**src/rtl/xor_parity_accum.sv**
```systemverilog
// xor_parity_accum: streaming XOR fold of a packet of WIDTH-bit words.
// Each packet produces a bitwise fold, an even/odd parity bit, a saturating
// word count and an overflow flag, held in a single result buffer until the
// consumer takes it.
//
// Handshake: a beat transfers on a rising clk edge where valid & ready are
// both 1; the source holds data stable while valid is high and ready is low,
// and ready never depends combinationally on valid.
module xor_parity_accum #(
    parameter int WIDTH     = 8,
    parameter int MAX_WORDS = 16,
    parameter int CW        = $clog2(MAX_WORDS + 1)
) (
    input  logic             clk,
    input  logic             rst_n,
    input  logic             in_valid,
    output logic             in_ready,
    input  logic [WIDTH-1:0] in_data,
    input  logic             in_last,
    input  logic             odd_mode,
    output logic             out_valid,
    input  logic             out_ready,
    output logic [WIDTH-1:0] out_fold,
    output logic             out_parity,
    output logic [CW-1:0]    out_count,
    output logic             out_overflow
);

    localparam logic [CW-1:0] MAX_CNT = CW'(MAX_WORDS);

    typedef enum logic [1:0] {
        IDLE  = 2'd0,
        ACCUM = 2'd1,
        HOLD  = 2'd2
    } state_t;

    state_t           state_q, state_d;
    logic             accept, handshake;
    logic [WIDTH-1:0] acc_q, fold_next;
    logic [CW-1:0]    cnt_q, cnt_next;
    logic             ovf_q, ovf_next;
    logic             mode_q, mode_eff;

    // The result buffer is occupied exactly while in HOLD, so input is
    // refused for the whole hold including the handshake cycle.
    assign in_ready  = (state_q != HOLD);
    assign out_valid = (state_q == HOLD);
    assign accept    = in_valid & in_ready;
    assign handshake = out_valid & out_ready;

    // Accumulator values after folding in the beat currently presented.
    always_comb begin
        fold_next = acc_q ^ in_data;
        cnt_next  = cnt_q;
        ovf_next  = ovf_q;
        mode_eff  = mode_q;
        if (state_q == IDLE) begin
            fold_next = in_data;
            cnt_next  = CW'(1);
            ovf_next  = 1'b0;
            mode_eff  = odd_mode;
        end else if (cnt_q == MAX_CNT) begin
            ovf_next  = 1'b1;
        end else begin
            cnt_next  = cnt_q + CW'(1);
        end
    end

    // Next-state logic: open a packet, close it on the last beat, drain on handshake.
    always_comb begin
        state_d = state_q;
        case (state_q)
            IDLE: begin
                if (accept) state_d = in_last ? HOLD : ACCUM;
            end
            ACCUM: begin
                if (accept && in_last) state_d = HOLD;
            end
            HOLD: begin
                if (handshake) state_d = IDLE;
            end
            default: state_d = IDLE;
        endcase
    end

    // State register.
    always_ff @(posedge clk or negedge rst_n) begin
        if (!rst_n) state_q <= IDLE;
        else        state_q <= state_d;
    end

    // Accumulator, mode latch and registered result; results persist after
    // the handshake and are cleared only by reset.
    always_ff @(posedge clk or negedge rst_n) begin
        if (!rst_n) begin
            acc_q        <= '0;
            cnt_q        <= '0;
            ovf_q        <= 1'b0;
            mode_q       <= 1'b0;
            out_fold     <= '0;
            out_parity   <= 1'b0;
            out_count    <= '0;
            out_overflow <= 1'b0;
        end else if (accept) begin
            acc_q  <= fold_next;
            cnt_q  <= cnt_next;
            ovf_q  <= ovf_next;
            mode_q <= mode_eff;
            if (in_last) begin
                out_fold     <= fold_next;
                out_parity   <= (^fold_next) ^ mode_eff;
                out_count    <= cnt_next;
                out_overflow <= ovf_next;
            end
        end else if (handshake) begin
            acc_q <= '0;
            cnt_q <= '0;
            ovf_q <= 1'b0;
        end
    end

endmodule

```
**config.mk**
```make
export PLATFORM = sky130hd
export DESIGN_NAME = xor_parity_accum
export DESIGN_NICKNAME = d
export VERILOG_FILES = /design/src/rtl/xor_parity_accum.sv
export SDC_FILE = /design/constraint.sdc
export NUM_CORES = 1
export LEC_CHECK = 0
export CORE_MARGIN = 2
export CORE_UTILIZATION = 62
export DETAILED_ROUTE_END_ITERATION = 10
export DONT_BUFFER_PORTS = 1
export GPL_ROUTABILITY_DRIVEN = 0
export PLACE_DENSITY = 0.78
export SLEW_MARGIN = 20
export SYNTH_ARGS = -nofsm -noshare
export SYNTH_HDL_FRONTEND = slang
export SYNTH_SLANG_ARGS = --single-unit
```
**constraint.sdc**
```tcl
create_clock -name clk -period 3.56 [get_ports clk]
set_clock_uncertainty 0.15 [all_clocks]
set_input_delay 1.068 -clock clk [delete_from_list [all_inputs] [get_ports clk]]
set_output_delay 1.068 -clock clk [all_outputs]
set_load 0.01 [all_outputs]
```
---- Word-level counts from Yosys, hierarchy flattened ----
Index checks and enable logic that the tools add are counted.
storage, ports and cells
  output and inout bits ................... 17
  register bits after elaboration ......... 32
  word-level logic and storage cells ...... 44
operators by class
  bitwise operators ....................... 4
  muxes and demuxes ....................... 17
  $add $sub $neg .......................... 1
  eq/ne operators ......................... 7
  reduce and logical (&&, ||, !) cells .... 6
operators by type and width
  cell                                           count
  2-to-1 mux 8 bit                               3
  2-to-1 mux 5 bit                               4
  2-to-1 mux 2 bit                               4
  XOR reduction 8 bit                            1
  XOR 8 bit                                      1
  != test 2 bit, second input constant           3
  one-hot mux 2 bit (3 select lines)             1
  adder 5 x 1 -> 5 bit, second input constant    1
  == test 5 bit, second input constant           1
  2-to-1 mux 1 bit                               5
  AND reduction 3 bit                            1
  AND 1 bit                                      2
  == test 2 x 1 -> 1 bit, second input constant  1
  == test 2 bit, second input constant           1
  zero test 2 bit                                1
  != test 2 x 1 -> 1 bit, second input constant  1
  AND reduction 2 bit                            1
  nonzero test 2 bit                             1
  logical AND 1 bit                              1
  XOR 1 bit                                      1

---- Longest topological paths before layout ----
  depth in word-level cells ............... 5
  mapped depth ............................ 7

---- Worst setup path before layout ----
No wires, ideal clock.
  path kind ............................... input -> register
  start ................................... in in_valid
  end ..................................... reg acc_q[6]
  setup time .............................. 0.129 ns
  data arrival time ....................... 1.957 ns
  cell stages on the path ................. 5
  slack ................................... 1.324 ns
  path buffers ............................ 2
  required time ........................... 3.281 ns
  path through ............................ clkbuf_1 > clkbuf_1 > a21oi_1 > a311oi_1 > nor3_1
between the ends
  word-level cells in the longest chain between the ends .. 2
RTL lines
  what                                                           line  source
  from (decl)                                                    16    input logic in_valid,
  AND 1 bit (*)                                                  48    assign accept = in_valid & in_ready;
  2-to-1 mux 8 bit / nonzero test 2 bit (equally long branches)  n/a
  to (signal assigned)                                           105   acc_q <= fold_next;
  to (decl)                                                      39    logic [WIDTH-1:0] acc_q, fold_next;
Every way passes the cells marked *; elsewhere a longest branch is shown, timed or not.
A chain may end at the register's enable or synchronous reset.

---- Final worst setup path ----
  start ................................... reg state_q[0]
  end ..................................... out out_valid
between the ends
  word-level cells in the longest chain between the ends .. 1
RTL lines
  what                    line  source
  from (decl)             37    state_t state_q, state_d;
  from (signal assigned)  89    else state_q <= state_d;
  == test 2 bit           47    assign out_valid = (state_q == HOLD);
  to (decl)               21    output logic out_valid,
No other way between the ends.

==> impl_metrics.env <==
export IMPL_status="finished, final reports clean"
export IMPL_cp_num_buf_inv=1
export IMPL_die_w_microns=58.2
export IMPL_syn_instance_count=201
export IMPL_die_h_microns=58.2
export IMPL_crit_chain="nand2b_1 -> inv_1"
export IMPL_cts_tree="yes"
export IMPL_grt_pass1_wl_mm=6.15
export IMPL_clk_latency_ns=0.33
export IMPL_synth_ff_latch_count=32
export IMPL_synthesis_nets=217
export IMPL_cts_buffer_depth=2
export IMPL_vdd_drop_max_uv=502
export IMPL_cp_max_fo=16
export IMPL_total_power_mw=1.09
export IMPL_start_util_pct=65.4
export IMPL_syn_area_per_cell_sq_um=9.04
export IMPL_worstRegToRegCells=3
export IMPL_synth_ff_type="dfrtp_1"
export IMPL_drt_iter0_markers=79
export IMPL_slowest_stage="dfrtp_1"
export IMPL_rrSetupSlack_ns=1.28
export IMPL_synth_edf_count=0
export IMPL_r2r_end="out_count[2]"
export IMPL_mostFrequentLayoutCell="dfrtp_1"
export IMPL_grt_setup_unrepaired="false"
export IMPL_cts_hold_buf=0
export IMPL_grt_max_degree=33
export IMPL_grt_antenna_before_repair=0
export IMPL_max_stage_delay_ns=0.66
export IMPL_fin_crit_sh_pct=77.0
export IMPL_mappedNetlistArea_sq_mm=0.00182
export IMPL_setup_viol=0
export IMPL_cts_inserted_buffers=5
export IMPL_cp_arrival_ns=1.52
export IMPL_period_needed_ns=2.74
export IMPL_vias_per_cell=6.30
export IMPL_fmax_mhz=365
export IMPL_finalHoldViolations=0
export IMPL_async_flop_share_pct=100
export IMPL_vias=1443
export IMPL_p_seq_share_pct=49.6
export IMPL_hpwl_mm=2.59
export IMPL_htreeDepth=2
export IMPL_cts_root_buf="clkbuf_4"
export IMPL_die_area_sq_mm=0.00338
export IMPL_synth_area_leader_cell="dfrtp_1"
export IMPL_yosysSeqAreaShare_pct=44.0
export IMPL_maxSlewHeadroom_pct=47.7
export IMPL_required_ns=2.34
export IMPL_crit_type="register to output port"
export IMPL_grt_pass1_vias=1421
export IMPL_crit_path_end="out_valid"
export IMPL_num_antenna_cells=0
export IMPL_remaining_drc_errors=0
export IMPL_maxSlewViolCount=0
export IMPL_drive_above_1_share_pct=6.57
export IMPL_rows=19
export IMPL_cts_resized_gates=0
export IMPL_io_pins=31
export IMPL_yosys_top_cells_area="dfrtp_1, xnor2_1, a311oi_1, nand2_1, a21oi_1"
export IMPL_hold_class="input pin to asynchronous set/reset pin"
export IMPL_pwr_share_comb_pct=31.5
export IMPL_cap_violations=0
export IMPL_ys_warnings_count=0
export IMPL_yosys_area_top_type_share_pct=44.0
export IMPL_endpoint_kind="output port"
export IMPL_drtPass1Iterations=4
export IMPL_clkTransAtPathRegs_ns=0.11
export IMPL_routed_wl_mm=3.65
export IMPL_swShare_pct=36.6
export IMPL_switchingPower_mw=0.399
export IMPL_coreArea_sq_mm=0.00278
export IMPL_setup_worst_path_start_class="register"
export IMPL_mostFrequentLayoutCells="dfrtp_1, nand2_1, xnor2_1, a21oi_1, o21ai_0"
export IMPL_rr_startpoint="state_q[0]"
export IMPL_internal_power_mw=0.690
export IMPL_pre_cts_ws_ns=1.23
export IMPL_tightestPinTransition_ns=0.783
export IMPL_layout_nets=213
export IMPL_cp_startpoint="state_q[0]"
export IMPL_cts_setup_buffers=0
export IMPL_avgRoutedWirePerCell_microns=15.9
export IMPL_setup_tns_final_ns=0
export IMPL_path_delay_family="flip-flops"
export IMPL_antenna_left=0
export IMPL_portBuffers=0
export IMPL_grt_total_usage_pct=24.4
export IMPL_area_growth_pct=3.17
export IMPL_p_per_area_mw_per_mm2=581
export IMPL_numClockSinks=32
export IMPL_cp_depth=2
export IMPL_p_leak_nw=0.816
export IMPL_clkPwrFrac_pct=18.9
export IMPL_setup_ws_ns=0.820
export IMPL_grt_overflow=0
export IMPL_yosysUniqueCellTypes=31
## layer usage
metal | global-route usage, % | part of all wire, % | vias up
met5 | 0 | 0 | -
met1 | 31.2 | 43 | 684
met4 | 7.64 | 1.7 | 0
met2 | 39.0 | 47 | 58
li1 | - | - | 692
met3 | 8.71 | 8.1 | 9
## synth_stat cells, types with 2 or more instances
cell type	instances
ha_1	2
inv_1	13
nand2_1	31
xnor2_1	18
a31oi_1	2
nor2_1	9
clkbuf_1	10
buf_1	2
o31ai_1	2
nand3_1	6
a311oi_1	15
dfrtp_1	32
o21ai_1	4
xor2_1	5
o21ai_0	17
a21oi_1	18
## worst min-delay path by stage
stage / endpoint / depth (start not counted) / slack [ns]
after floorplan: ovf_q / 2 / 0.32
after CTS: acc_q[2] / 0 / 0.24
after global routing: state_q[0] / 0 / 0.23
after global placement: ovf_q / 2 / 0.34
after detailed placement: ovf_q / 2 / 0.35
final: acc_q[6] / 0 / 0.26
## per-stage QoR
stage,utilization (%),hold slack [ns],cell area [sq um],std cells
2_1_floorplan,-,0.319,1820,201
3_3_place_gp,65.4,0.340,1820,221
3_5_place_dp,65.4,0.353,1820,221
4_1_cts,67.4,0.241,1880,229
5_1_grt,67.4,0.226,1880,229
6_report,67.4,0.261,1880,229
## power groups by stage
stage | logic (mW) | clock network (mW) | registers, mW
6_report | 0.343 | 0.205 | 0.541
5_1_grt | 0.390 | 0.225 | 0.554
4_1_cts | 0.346 | 0.212 | 0.541
3_5_place_dp | 0.344 | 0 | 0.548
3_3_place_gp | 0.333 | 0 | 0.544
2_1_floorplan | 0.301 | 0 | 0.526
## cell type report
cell class,count,area (sq um)
clock buffer,5,37.5
clock inverter,3,18.8
fill,255,906
inverter,13,48.8
multi-input combinational,144,923
sequential,32,801
tap,31,38.8
timing repair buffer,1,7.51
## cells by family (layout without fill, tap and decap cells)
family,after synthesis,count (layout),share of synthesized area (%)
xor gates and xnor gates,26,26,14.7
and+or+nand+nor,52,52,12.3
buffers and inverters,25,22,5.16
DFF,32,32,44.0
AOI/OAI and AO/OA,62,62,21.2
muxes,2,2,1.17
adders and majority gates,2,2,1.38
## registers in the layout, summed over array words and instances (netlist names)
name          cells
acc_q             8
cnt_q             5
mode_q            1
out_count         5
out_fold          8
out_overflow      1
out_parity        1
ovf_q             1
state_q           2
Power figures use the tool's default switching activity.
==> edit (same settings) <==
Reset style: synchronous (`rst_n`), changed in 2 clocked blocks.
--- a/src/rtl/xor_parity_accum.sv
+++ b/src/rtl/xor_parity_accum.sv
@@ -86,3 +86,3 @@
     // State register.
-    always_ff @(posedge clk or negedge rst_n) begin
+    always_ff @(posedge clk) begin
         if (!rst_n) state_q <= IDLE;
@@ -93,3 +93,3 @@
     // the handshake and are cleared only by reset.
-    always_ff @(posedge clk or negedge rst_n) begin
+    always_ff @(posedge clk) begin
         if (!rst_n) begin
Function: differs if rst_n is asserted again (counterexample within 4 cycles, from zero or initial values and one cycle with rst_n low); with rst_n held inactive, the same outputs for 10 cycles.
==> edit against the original RTL <==
- area after synthesis up 0.41%
- final area is 0.67% higher
- final cell count increased by 9.6%
- routed wire length increased by 11%
- sequential cell count did not move
- worst setup slack improved by 40 ps
Power is not compared: it rests on default switching activity, and its combinational part moved more than twofold at a synthesized area within 25%.
==> edit: results (changes against the original RTL) <==
Route
  – Via density: 6.19 (was 6.30)
  – Initial DRC count: 91 (was 79)
  – WL/cell: 16.1 µm (was 15.9 µm)

Clock network
  – Root Buffer: clkbuf_4 (unchanged)
  – Post-CTS sizing: 0 (unchanged)
  – Max H-tree Level: 2 (unchanged)
  – Num CTS Buffers: 5 (unchanged)
  – Setup bufs post-CTS: 0 (unchanged)
  – Clock-pin transition on the worst setup and hold timing paths: 100 ps
  – Clock Latency Late Sink: 330 ps (about the same)

Yosys
  – Syn nets: 239 (was 217)
  – Post-synth ARST share: 0 (was 1.00)
  – Commonest cells in the netlist: nand2_1, dfxtp_1, a21oi_1 (was dfrtp_1, nand2_1, a21oi_1, xnor2_1, o21ai_0)
  – Synth area leaders: dfxtp_1, nand2_1, xor2_1 (was dfrtp_1, xnor2_1, a311oi_1)
  – Unique masters post-synth: 34 (was 31)
  – Seq/Total Area, Yosys: 0.351 (was 0.440)
  – Syn. warnings: 0 (unchanged)

Pwr
  – Power density over cell area: 401 nW/µm²
  – Seq pwr share: 0.530
  – Leakage: 0.804 nW
  – Max VDD drop: 343 µV
  – Combinational share of power: 0.183

Critical path
  – Worst r2r src: state_q[0] (unchanged)
  – Crit Path Max Fanout: 15 (was 16)
  – CP Data Arrival Time: 1480 ps (was 1520 ps)
  – Reg2reg path depth: 6 (was 3)
  – Reg2reg setup slack: 1470 ps (was 1280 ps)
  – RR Endpoint: out_overflow (was out_count[2])

Worst hold path
  – Min-delay src: ovf_q
  – Worst hold path type: flip-flop to flip-flop (was input port to async pin)
  – Hold Path Cell Cnt: 2

Timing
  – Slew at the pin closest to its max-slew limit: 542 ps (was 783 ps)
  – Hold slack final: 346 ps (was 261 ps)

Placement
  – Final HPWL DP: 2.83 mm (was 2.59 mm)
  – # port buffers: 0 (unchanged)

GRT
  – Largest net degree at the start of global routing: 33 (unchanged)
  – Vias in the first global route: 1460 (was 1421)
  – Tot GR Track Use: 0.250 (was 0.244)
  – First-pass GRT wire length: 6.48 mm (was 6.15 mm)
  – Initial antenna violation count: 0 (unchanged)

Layout
  – Share of layout cells above drive strength 1: 0.0545 (was 0.0657)
  – Largest regs: acc_q (8), out_fold (8) (unchanged)

Status
  – Status: finished clean (unchanged)
edit: changes by cell type after synthesis, sizes merged, moves of 15 or more:
cell / before / now
a311oi: 15 / 0
dfrtp: 32 / 0
dfxtp: 0 / 32
o21ai: 21 / 6
edit: worst max-delay path by stage:
stage	from	end	depth (start not counted)	slack [ps]
floorplan	in_valid	acc_q[7]	4	1400
global placement	state_q[0]	out_valid	2	1250
detailed placement	state_q[0]	out_valid	2	1210
CTS	state_q[0]	out_valid	2	840
global route	state_q[0]	out_valid	2	750
finish	state_q[0]	out_valid	2	860
edit: area by class of cell:
| class | instances | area [µm²] |
|---|---|---|
| Multi-Input combinational cell | 166 | 1090 |
| Fill cell | 235 | 893 |
| Sequential cell | 32 | 641 |
| Clock buffer | 8 | 58.8 |
| Inverter | 11 | 41.3 |
| Tap cell | 31 | 38.8 |
| Timing Repair Buffer | 3 | 22.5 |
edit: critical path, stage by stage (launching register included):
cell	delay [ps]
dfxtp_1	670
nand2b_1	320
inv_1	160
edit: routing by layer:
layer	up-vias	global-route usage	routed length (µm)
li1	761	-	-
met1	729	0.332	1900
met2	53	0.374	1830
met3	10	0.0692	239
met4	0	0.123	63
met5	-	0	0
edit: metrics by stage:
| step | std cells | setup slack, ps | instance area (µm²) | util |
|---|---|---|---|---|
| floorplan | 223 | 1400 | 1830 | - |
| global placement | 243 | 1250 | 1830 | 0.658 |
| detailed placement | 243 | 1210 | 1830 | 0.658 |
| CTS | 251 | 841 | 1890 | 0.679 |
| global route | 251 | 753 | 1890 | 0.679 |
| finish | 251 | 860 | 1890 | 0.679 |
edit: cell families after synthesis:
logic type,share of synthesized area
xor+xnor,0.147
mux,0.0110
compound gates,0.244
fa+ha+maj,0.0137
simple gates,0.180
flops,0.351
buf+inv,0.0541
